<file path="src/rtl/uart_pkg.sv">
// Shared types and helpers for the two-requester UART transmit arbiter.
package uart_pkg;

  typedef enum logic [1:0] {S_IDLE, S_START, S_WAIT} state_t;

  localparam int LEN_W = 2;

  // Picks byte 'idx' (0 = bits [7:0]) out of a 32-bit word.
  function automatic logic [7:0] sel_byte(input logic [31:0] w, input logic [LEN_W-1:0] idx);
    logic [31:0] s;
    s = w >> {idx, 3'b000};
    return s[7:0];
  endfunction

endpackage

</file>
<file path="src/rtl/uart_rr_arb2.sv">
// Two-way round-robin grant: on a tie the requester not served last wins.
// Combinational, zero latency; a grant is only ever given to a valid requester.
module uart_rr_arb2 (
  input  logic v0,
  input  logic v1,
  input  logic rr_last,
  output logic gnt0,
  output logic gnt1
);

  assign gnt0 = v0 && (!v1 || rr_last);
  assign gnt1 = v1 && (!v0 || !rr_last);

endmodule

</file>
<file path="src/rtl/uart_tx_arbiter.sv">
// Shares one uart_tx between two word requesters; bytes of a word go out one per start pulse.
// First start one cycle after accept; a requester is stalled (ready low) until the whole word is sent.
module uart_tx_arbiter
  import uart_pkg::*;
#(
  parameter bit BIG_ENDIAN = 1'b0
) (
  input  logic             clk,
  input  logic             rstn,
  input  logic             req0_valid,
  input  logic [31:0]      req0_data,
  input  logic [LEN_W-1:0] req0_len,
  output logic             req0_ready,
  input  logic             req1_valid,
  input  logic [31:0]      req1_data,
  input  logic [LEN_W-1:0] req1_len,
  output logic             req1_ready,
  output logic [7:0]       tx_sdata,
  output logic             tx_start,
  input  logic             tx_busy,
  output logic             busy,
  output logic             grant_id,
  output logic [31:0]      byte_count
);

  state_t           state;
  logic             rr_last;
  logic [31:0]      word_q;
  logic [LEN_W-1:0] rem_q;
  logic [LEN_W-1:0] rem_nx;
  logic             gnt0;
  logic             gnt1;
  logic [31:0]      sel_data;
  logic [LEN_W-1:0] sel_len;

  uart_rr_arb2 u_arb (
    .v0      (req0_valid),
    .v1      (req1_valid),
    .rr_last (rr_last),
    .gnt0    (gnt0),
    .gnt1    (gnt1)
  );

  assign req0_ready = (state == S_IDLE) && gnt0;
  assign req1_ready = (state == S_IDLE) && gnt1;
  assign sel_data   = gnt1 ? req1_data : req0_data;
  assign sel_len    = gnt1 ? req1_len : req0_len;
  assign rem_nx     = rem_q - LEN_W'(1);
  assign busy       = (state != S_IDLE);

  // tx_start is purely registered: uart_tx returns it on tx_busy combinationally.
  always_ff @(posedge clk or negedge rstn) begin
    if (!rstn) begin
      state      <= S_IDLE;
      rr_last    <= 1'b1;
      word_q     <= '0;
      rem_q      <= '0;
      tx_sdata   <= '0;
      tx_start   <= 1'b0;
      grant_id   <= 1'b0;
      byte_count <= '0;
    end else begin
      case (state)
        S_IDLE: begin
          if (req0_ready || req1_ready) begin
            word_q   <= sel_data;
            rem_q    <= sel_len;
            grant_id <= gnt1;
            rr_last  <= gnt1;
            tx_sdata <= BIG_ENDIAN ? sel_byte(sel_data, sel_len) : sel_data[7:0];
            tx_start <= 1'b1;
            state    <= S_START;
          end
        end
        S_START: begin
          tx_start   <= 1'b0;
          byte_count <= byte_count + 32'd1;
          state      <= S_WAIT;
        end
        S_WAIT: begin
          if (!tx_busy) begin
            if (rem_q == '0) begin
              state <= S_IDLE;
            end else begin
              rem_q <= rem_nx;
              // Big-endian walks the byte index down; little-endian shifts the word.
              if (BIG_ENDIAN) begin
                tx_sdata <= sel_byte(word_q, rem_nx);
              end else begin
                word_q   <= word_q >> 8;
                tx_sdata <= word_q[15:8];
              end
              tx_start <= 1'b1;
              state    <= S_START;
            end
          end
        end
        default: state <= S_IDLE;
      endcase
    end
  end

endmodule

</file>
<file path="config.mk">
export PLATFORM = sky130hd
export DESIGN_NAME = uart_tx_arbiter
export DESIGN_NICKNAME = d
export VERILOG_FILES = /design/src/rtl/uart_pkg.sv /design/src/rtl/uart_rr_arb2.sv /design/src/rtl/uart_tx_arbiter.sv
export SDC_FILE = /design/constraint.sdc
export NUM_CORES = 1
export LEC_CHECK = 0
export ABC_AREA = 1
export BUFFER_PORTS_ARGS = -buffer_cell sky130_fd_sc_hd__buf_4
export CORE_AREA = 2 2 83 116
export CTS_CLUSTER_SIZE = 14
export DETAILED_ROUTE_END_ITERATION = 12
export DIE_AREA = 0 0 85 118
export GPL_TIMING_DRIVEN = 0
export PLACE_DENSITY = 0.73
export SETUP_SLACK_MARGIN = 0.3
export SLEW_MARGIN = 0
export SYNTH_ARGS = -nofsm -noshare
export SYNTH_HDL_FRONTEND = slang
export SYNTH_SLANG_ARGS = --single-unit
</file>
<file path="constraint.sdc">
create_clock -name clk -period 1.6 [get_ports clk]
set_clock_uncertainty 0.1 [all_clocks]
set_input_delay 0.16 -clock clk [delete_from_list [all_inputs] [get_ports clk]]
set_output_delay 0.16 -clock clk [all_outputs]
set_load 0.05 [all_outputs]
</file>
==> results of run 1 <==
==> sequential cells by signal, summed over array words and instances, names as in the netlist <==
register and cells:
rem_q 2, byte_count 32, tx_start 1, grant_id 1
tx_sdata 7, rr_last 1, word_q 25, state 2
==> metal layers <==
metal | vias up | track usage (%) | part of all wire [%]
met5 | - | 0 | 0
met1 | 1998 | 26.29 | 36
met3 | 46 | 5.750 | 5.4
li1 | 2069 | - | -
met2 | 181 | 45.12 | 53
met4 | 0 | 12.90 | 5.0
==> final cells by class <==
type | instances | share of cell area (%)
inverter | 45 | 2.908
buffer | 27 | 4.033
multi-input combinational | 406 | 36.67
tap | 107 | 2.007
clock buffer | 10 | 3.583
sequential | 71 | 27.22
clock inverter | 6 | 1.613
timing repair buffer | 165 | 21.97
==> where the power goes <==
group          total [uW]  switching [uW]  leakage (uW)  internal [uW]
clock network        2340             777      0.000168           1560
registers            2870             445      0.000867           2430
logic                7330            3940       0.00225           3390
==> stage by stage <==
step / power, uW / area, um2 / instances
finish: 12540 / 6670 / 837
floorplan: 6021 / 4165 / 548
global route: 13220 / 6670 / 837
global placement: 7183 / 5177 / 772
detailed placement: 7282 / 5177 / 772
CTS: 11280 / 6223 / 821
==> what timing repair did <==
item                                    CTS  global route
gates resized for setup                 129            90
hold endpoints to repair                 71            71
endpoints found under the setup margin   72            81
buffers inserted                         27            14
pin swaps                                40            44
gates cloned                              6             2
==> kinds of logic after synthesis <==
group / after synthesis
and+or+nand+nor: 362
buffers and inverters: 72
DFF: 71
AOI/OAI and AO/OA: 22
xor gates and xnor gates: 19
adders and majority gates: 2
==> path summary, 6_finish.rpt <==
check                      slack, ns                    from  depth (start not counted)                    endpoint
hold reg to reg                 0.38  word_q[16]$_DFFE_PN0P_                          2      word_q[16]$_DFFE_PN0P_
hold / removal                 -0.17                    rstn                          1   byte_count[7]$_DFFE_PN0N_
max in group asynchronous       0.89                    rstn                          1  byte_count[12]$_DFFE_PN0N_
setup reg to reg               -0.09    rem_q[0]$_DFFE_PN0P_                         10     tx_sdata[5]$_DFFE_PN0P_
min in group clk               -0.03                 tx_busy                          3        state[1]$_DFFE_PN0P_
setup / recovery               -0.09    rem_q[0]$_DFFE_PN0P_                         10     tx_sdata[5]$_DFFE_PN0P_
==> synthesized netlist by cell type <==
cell type  count
dfstp_2        1
nand2_1      198
inv_1         41
nand3b_1       4
o21ai_0       21
clkinv_1       1
xnor2_1        6
nor2_4         1
a211oi_1       1
clkbuf_1      12
nor3_1         1
nor2_1        55
nand3_1       72
buf_2          6
inv_2          3
nor3_4         1
nand4_1       10
nor2_2         2
buf_4          9
dfrtp_1       70
or2_2         13
or2_0          3
xor2_1        13
ha_1           2
and2_1         2
==> metrics, run 1 <==
Post-Syn Instances 548; Die H around 120 um; maximum root-to-sink buffer count 2; vias in the first global route between 4000 and 5000; ANT nets after route 0; Fmax achieved 593.4 MHz; crit path cell chain inv_2 -> ha_2 -> nor2_2 -> nor2_2 -> nor3_4 -> buf_6 -> clkinv_8 -> clkbuf_16 -> nand2_4 -> nand2_1; Critical Path End Type flip-flop; Layout fillers 655; maximum vdd drop between 900 and 1000 uV; Worst EP arrival approximately 1.8 ns; DR vias/cell 5.130; leakage power ~0.0033 uW; launching element type of the critical path flip-flop; Clock transition at path regs about 0.060 ns; Synth area leaders dfrtp_1, nand2_1, nand3_1; final worst-path cycle share 105.3%; Tmin final ~1.7 ns; status complete, but fails checks; slowest cell on the critical path dfrtp_1; Clock Latency Late Sink 0.34 ns; Die Area about 10000 um2; Mean Syn Cell Area around 7.2 um2; final core occ 74.30%; CP delay by family, top buffers and inverters; total vias in the final route between 4000 and 5000; Min-Delay Path Class in -> async; sequential cell area about 1800 um2; main combinational cell family by area after synthesis simple AND/OR/NAND/NOR gates; Layout area overhead 68.70%; Initial Utilization ~44%; Port Buffers 117; total global-route track usage between 20% and 30%; fin worst setup slack -0.08515 ns; Req. time, crit path roughly 1.7 ns; Worst slew margin between 30% and 40%; # rows 41; PD cells ~1900 nW/um2; Syn Std Cell Area 3954 um2; Worst Path Buf+Inv 4; largest net degree at the start of global routing 72; most common cell after layout, fill and taps aside nand2_1; CTS Root Cell clkbuf_16; clock buffer count from CTS 9; Detailed Routing Iterations Pass 1 5; fin nets 800; register area share after synthesis approximately 45%; global-route wire length before repair between 15000 and 20000 um; Most common cell on crit path nor2_2; failing checks hold timing, setup timing; XOR/XNOR Fraction of Synth Area 4.209%; grt ovf 0; post-DR wirelength/cell roughly 15 um; Synthesized Nets between 600 and 700; Synth Area in Adders less than 1%; proportion of layout cells with a drive suffix above 1 approximately 52%; WL final between 10000 and 15000 um; commonest non-fill, non-tap cells in the layout nand2_1, buf_4, nand3_1; CP max FO 8; clk sink count between 70 and 80; unrepaired setup endpoints after global routing yes; Final Hold Fails just over 70; Sum Neg Setup Slack -1.853 ns; Synth Area in Simple Gates between 30% and 40%; CP Class reg -> reg; drt drc 0; H-Tree Level Count 3; Slew @ Worst Pin between 0.9 and 1 ns; Top Ports between 100 and 150; Finish-stage setup viols 30; hpwl dp roughly 8000 um; Max stage delay on crit path 0.37 ns; initial drt markers approximately 160; largest area contributor in the netlist dfrtp_1; Horiz. Die Dim 85 um; mux share of post-synthesis cell area 0%; top cell type's share of synthesized area between 40% and 50%; compound-cell area share of the yosys netlist around 2.8%; Synth Warn # 0; Max Slew Vio Count 0; initial antenna violation count 0; core area 8977 um2; post-synthesis register bit count between 70 and 80; Unique masters post-synth 25; Hold WS -0.1687 ns; area of the multi-input gates 2446 um2; # diodes 0; CTS tree done; max-cap viol count 0; GPL Wtd Cong slightly below 0.9; pre-CTS WS -0.2800 ns
Power figures use the tool's default switching activity.
==> run 2, diff against run 1 <==
- CELL_PAD_IN_SITES_DETAIL_PLACEMENT: not set -> 1
- CELL_PAD_IN_SITES_GLOBAL_PLACEMENT: not set -> 2
- CORE_AREA: 2 2 83 116 -> 2 2 110 154
- DIE_AREA: 0 0 85 118 -> 0 0 112 156
- PLACE_DENSITY: 0.73 -> not set
- PLACE_DENSITY_LB_ADDON: not set -> 0.1
==> metrics, run 2 (synthesized netlist as in run 1, its figures left out) <==
status complete, but fails checks (unchanged); failing checks hold timing, setup timing (unchanged); Top Ports 118 (unchanged); Detailed Routing Iterations Pass 1 4 (was 5); drt drc 0 (unchanged); Req. time, crit path 1.34 ns (was 1.73 ns); Max Slew Vio Count 0 (unchanged); Min-Delay Path Class in -> async (unchanged); total global-route track usage 16.99% (was 24.96%); Largest Register byte_count (unchanged); Clock transition at path regs 0.06 ns (about the same); initial antenna violation count 0 (unchanged); most common cell after layout, fill and taps aside nand2_1 (unchanged); fin worst setup slack -0.06329 ns (was -0.08515 ns); Critical Path End Type output pin (was flip-flop); clock power share 15.7% (was 18.6%); DR vias/cell 4.472 (was 5.130); # rows 55 (was 41); CTS tree done (unchanged); Die Area 17470 um2 (was 10030 um2); Comb pwr share 60.5% (was 58.5%); global-route wire length before repair 23130 um (was 19780 um); unrepaired setup endpoints after global routing yes (unchanged); clock buffer count from CTS 9 (unchanged); Port Buffers 117 (unchanged); core area 16100 um2 (was 8977 um2); post-DR wirelength/cell 15.85 um (was 14.91 um); CP Class reg -> out (was reg -> reg); H-Tree Level Count 3 (unchanged); total vias in the final route 4208 (was 4294); Sum Neg Setup Slack -1.269 ns (was -1.853 ns); sequential share of power 23.9% (was 22.9%); max-cap viol count 0 (unchanged); clk sink count 71 (unchanged); Clock Latency Late Sink 0.34 ns (about the same); Internal Power 6934 uW (was 7372 uW); Die H 156 um (was 118 um); grt ovf 0 (unchanged); maximum root-to-sink buffer count 2 (unchanged); Horiz. Die Dim 112 um (was 85 um); fin nets 812 (was 800); vias in the first global route 4487 (was 4341); largest net degree at the start of global routing 72 (unchanged); CTS Root Cell clkbuf_16 (unchanged); PD cells 1767 nW/um2 (was 1879 nW/um2); proportion of layout cells with a drive suffix above 1 50.94% (was 52.19%); Final Hold Fails 71 (unchanged); leakage power 0.003310 uW (was 0.003289 uW); Tmin final 1.663 ns (was 1.685 ns); Initial Utilization 24.55% (was 44.04%); commonest non-fill, non-tap cells in the layout nand2_1, buf_4, nand3_1 (unchanged); hpwl dp 10510 um (was 8038 um); Worst EP arrival 1.40 ns (was 1.82 ns); sw frac 42.51% (was 41.19%); Hold WS -0.1308 ns (was -0.1687 ns); Sw Pwr 5127 uW (was 5164 uW); Worst slew margin 34.93% (was 39.24%); max reg flops 32 (unchanged); WL final 14920 um (was 12480 um); final worst-path cycle share 104.0% (was 105.3%); biggest regs byte_count (32), word_q (25), tx_sdata (7) (unchanged); CP max FO 5 (was 8); Slew @ Worst Pin 0.9761 ns (was 0.9114 ns); launching element type of the critical path flip-flop (unchanged); Layout area overhead 72.59% (was 68.70%); GPL Wtd Cong 0.7885 (was 0.8708); ANT nets after route 0 (unchanged); Fmax achieved 601.2 MHz (was 593.4 MHz); Finish-stage setup viols 38 (was 30); # diodes 0 (unchanged); Layout fillers 1934 (was 655); maximum vdd drop 785.4 uV (was 945.2 uV); initial drt markers 100 (was 162)
-- run 2: layout make-up --
cell class / count / area [um2] / share of cell area (%)
clock inverters: 1 / 5.005 / 0.07334
inverters: 45 / 196.4 / 2.879
flip-flops and latches: 71 / 1814 / 26.59
repair buffers: 176 / 1583 / 23.19
well taps: 199 / 249.0 / 3.649
repair inverters: 1 / 8.758 / 0.1283
plain buffers: 27 / 282.8 / 4.144
multi-input cells: 406 / 2417 / 35.42
clock buffers: 15 / 267.8 / 3.924
-- run 2: what timing repair did --
action,CTS,global route
buffers inserted,34,20
cloned,4,3
resized for setup,142,78
endpoints found under the setup margin,77,75
hold endpoints to repair,71,71
pin swaps,30,23
-- run 2: worst max-delay path, cell delays in order, from the launching register on --
cell and delay, ns:
dfrtp_2 0.48, nor2_4 0.14, inv_4 0.06, a211oi_4 0.19
buf_6 0.19
-- run 2: per-layer routing --
layer  part of all wire (%)  up-vias  GRT usage [%]
met5                      0        -              0
met4                    1.5        0          6.446
met3                    3.6       13          2.758
met2                     58       74          33.74
met1                     37     2030          17.63
li1                       -     2091              -
-- run 2: final timing paths --
kind / slack, ns / startpoint / end / depth (start not counted)
worst max-delay path: -0.06 / state[0]$_DFFE_PN0P_ / req0_ready / 4
worst min-delay path: -0.13 / rstn / byte_count[7]$_DFFE_PN0N_ / 1
worst max register to register: -0.06 / state[0]$_DFFE_PN0P_ / word_q[22]$_DFFE_PN0P_ / 9
worst min register to register: 0.37 / word_q[11]$_DFFE_PN0P_ / word_q[11]$_DFFE_PN0P_ / 2
max in group asynchronous: 0.83 / rstn / byte_count[22]$_DFFE_PN0N_ / 1
min in group clk: -0.04 / tx_busy / state[1]$_DFFE_PN0P_ / 3
-- run 2: through the flow --
step / instances / setup WS (ns) / instance area [um2] / power [uW] / util [%]
6_report: 941 / -0.06329 / 6824 / 12060 / 42.38
3_5_place_dp: 864 / -0.3345 / 5293 / 7512 / 32.87
5_1_grt: 941 / -0.1327 / 6824 / 12930 / 42.38
4_1_cts: 918 / -0.05840 / 6357 / 11220 / 39.48
2_1_floorplan: 548 / -0.009091 / 4165 / 6021 / -
3_3_place_gp: 864 / -0.3074 / 5293 / 7405 / 32.87
-- run 2: power groups by stage --
stage / Clock [uW] / Sequential [uW] / Combinational [uW]
3_3_place_gp: 0 / 2780 / 4620
5_1_grt: 2040 / 2950 / 7940
3_5_place_dp: 0 / 2820 / 4700
2_1_floorplan: 0 / 3040 / 2980
6_report: 1890 / 2880 / 7290
4_1_cts: 1970 / 2840 / 6410
==> run 3, diff against run 2 <==
- HOLD_SLACK_MARGIN: not set -> 0.05
==> metrics, run 3 (synthesized netlist as in run 1, its figures left out) <==
proportion of layout cells with a drive suffix above 1 50.74% (was 50.94%); Clock transition at path regs 0.06 ns (about the same); vias in the first global route 4499 (was 4487); global-route wire length before repair 23170 um (was 23130 um); Pwr Total 12060 uW (about the same); sequential share of power 23.9% (about the same); failing checks hold timing, setup timing (unchanged); largest net degree at the start of global routing 72 (unchanged); Slew @ Worst Pin 0.9791 ns (was 0.9761 ns); Port Buffers 117 (unchanged); Die H 156 um (unchanged); Min-Delay Path Class in -> async (unchanged); initial drt markers 94 (was 100); commonest non-fill, non-tap cells in the layout nand2_1, buf_4, nand3_1 (unchanged); final worst-path cycle share 104.0% (about the same); total vias in the final route 4227 (was 4208); total global-route track usage 17.02% (was 16.99%); CTS Root Cell clkbuf_16 (unchanged); final core occ 42.56% (was 42.38%); biggest regs byte_count (32), word_q (25), tx_sdata (7) (unchanged); clock buffer count from CTS 9 (unchanged); Critical Path End Type output pin (unchanged); leakage power 0.003323 uW (was 0.003310 uW); unrepaired setup endpoints after global routing yes (unchanged); H-Tree Level Count 3 (unchanged); Final Hold Fails 71 (unchanged); maximum root-to-sink buffer count 2 (unchanged); Fmax achieved 600.7 MHz (was 601.2 MHz); CP max FO 5 (unchanged); FF-to-FF setup slack -0.06 ns (about the same); sw frac 42.45% (was 42.51%); CTS tree done (unchanged); Finish-stage setup viols 38 (unchanged); DR vias/cell 4.478 (was 4.472); most common cell after layout, fill and taps aside nand2_1 (unchanged); core area 16100 um2 (unchanged); Hold WS -0.1302 ns (was -0.1308 ns); clock power share 15.6% (was 15.7%); Layout area overhead 73.35% (was 72.59%); CP Class reg -> out (unchanged); ANT nets after route 0 (unchanged); Clock Latency Late Sink 0.34 ns (about the same); PD cells 1759 nW/um2 (was 1767 nW/um2); Largest Register byte_count (unchanged); Initial Utilization 24.55% (unchanged); Worst slew margin 34.72% (was 34.93%); Die Area 17470 um2 (unchanged); Req. time, crit path 1.34 ns (about the same); clk sink count 71 (unchanged); maximum vdd drop 783.4 uV (was 785.4 uV); launching element type of the critical path flip-flop (unchanged); Top Ports 118 (unchanged); Internal Power 6939 uW (was 6934 uW); Worst EP arrival 1.40 ns (about the same); Horiz. Die Dim 112 um (unchanged); fin worst setup slack -0.06472 ns (was -0.06329 ns); hpwl dp 10510 um (unchanged); grt ovf 0 (unchanged); # rows 55 (unchanged); max-cap viol count 0 (unchanged); max reg flops 32 (unchanged); Detailed Routing Iterations Pass 1 4 (unchanged); GPL Wtd Cong 0.7885 (unchanged); fin nets 815 (was 812); Comb pwr share 60.5% (about the same); Max Slew Vio Count 0 (unchanged); Tmin final 1.665 ns (was 1.663 ns); Sw Pwr 5118 uW (was 5127 uW); post-DR wirelength/cell 15.83 um (was 15.85 um); # diodes 0 (unchanged); WL final 14950 um (was 14920 um); Hold Buf Count CTS 3; drt drc 0 (unchanged); initial antenna violation count 0 (unchanged); status complete, but fails checks (unchanged)
## run 3: power by group through the flow
| stage | clock (uW) | sequential [uW] | combinational (uW) |
|---|---|---|---|
| detailed placement | 0 | 2820 | 4700 |
| global route | 2040 | 2950 | 7940 |
| finish | 1890 | 2880 | 7290 |
| global placement | 0 | 2780 | 4620 |
| floorplan | 0 | 3040 | 2980 |
| CTS | 1970 | 2840 | 6420 |
## run 3: worst max-delay path, stage by stage, from the launching register on
cell	delay (ns)
dfrtp_2	0.48
nor2_4	0.14
inv_4	0.06
a211oi_4	0.19
buf_6	0.19
## run 3: stage by stage
| stage | TNS (ns) | hold WS [ns] | area [um2] | setup WS, ns | instances |
|---|---|---|---|---|---|
| after CTS | -0.3080 | -0.07895 | 6387 | -0.05840 | 921 |
| final | -1.219 | -0.1302 | 6854 | -0.06472 | 944 |
| after global placement | -10.49 | 0.2866 | 5293 | -0.3074 | 864 |
| after global routing | -4.982 | -0.06242 | 6854 | -0.1327 | 944 |
| after floorplan | -0.01737 | -0.2356 | 4165 | -0.009091 | 548 |
| after detailed placement | -11.70 | 0.2929 | 5293 | -0.3345 | 864 |
## run 3: area by class of cell
cell class | instances | area [um2]
Clock buffer | 15 | 267.8
Buffer | 27 | 282.8
Timing Repair Buffer | 179 | 1613
Sequential cell | 71 | 1814
Timing Repair inverter | 1 | 8.758
Clock inverter | 1 | 5.005
Fill cell | 1932 | 9249
Tap cell | 199 | 249.0
Multi-Input combinational cell | 406 | 2417
Inverter | 45 | 196.4
## run 3: path summary, 6_finish.rpt
path	to	depth (start not counted)	start
max in group asynchronous	byte_count[22]$_DFFE_PN0N_	1	rstn
setup reg to reg	word_q[22]$_DFFE_PN0P_	9	state[0]$_DFFE_PN0P_
hold / removal	byte_count[7]$_DFFE_PN0N_	1	rstn
setup / recovery	req0_ready	4	state[0]$_DFFE_PN0P_
hold reg to reg	word_q[11]$_DFFE_PN0P_	2	word_q[11]$_DFFE_PN0P_
min in group clk	state[1]$_DFFE_PN0P_	3	tx_busy
## run 3: per-layer routing
layer | vias up | share of wire [%] | wire length [um] | global-route usage (%)
met2 | 74 | 58 | 8700 | 33.85
met5 | - | 0 | 0 | 0
li1 | 2098 | - | - | -
met4 | 0 | 1.5 | 225 | 6.446
met1 | 2042 | 37 | 5487 | 17.63
met3 | 13 | 3.6 | 531 | 2.758
## run 3: timing repair
item,in CTS,in global routing
setup buffers,34,20
pin swaps,30,23
gates resized for setup,142,78
gates cloned,4,3
endpoints found under the hold margin,74,71
endpoints found under the setup margin,77,75
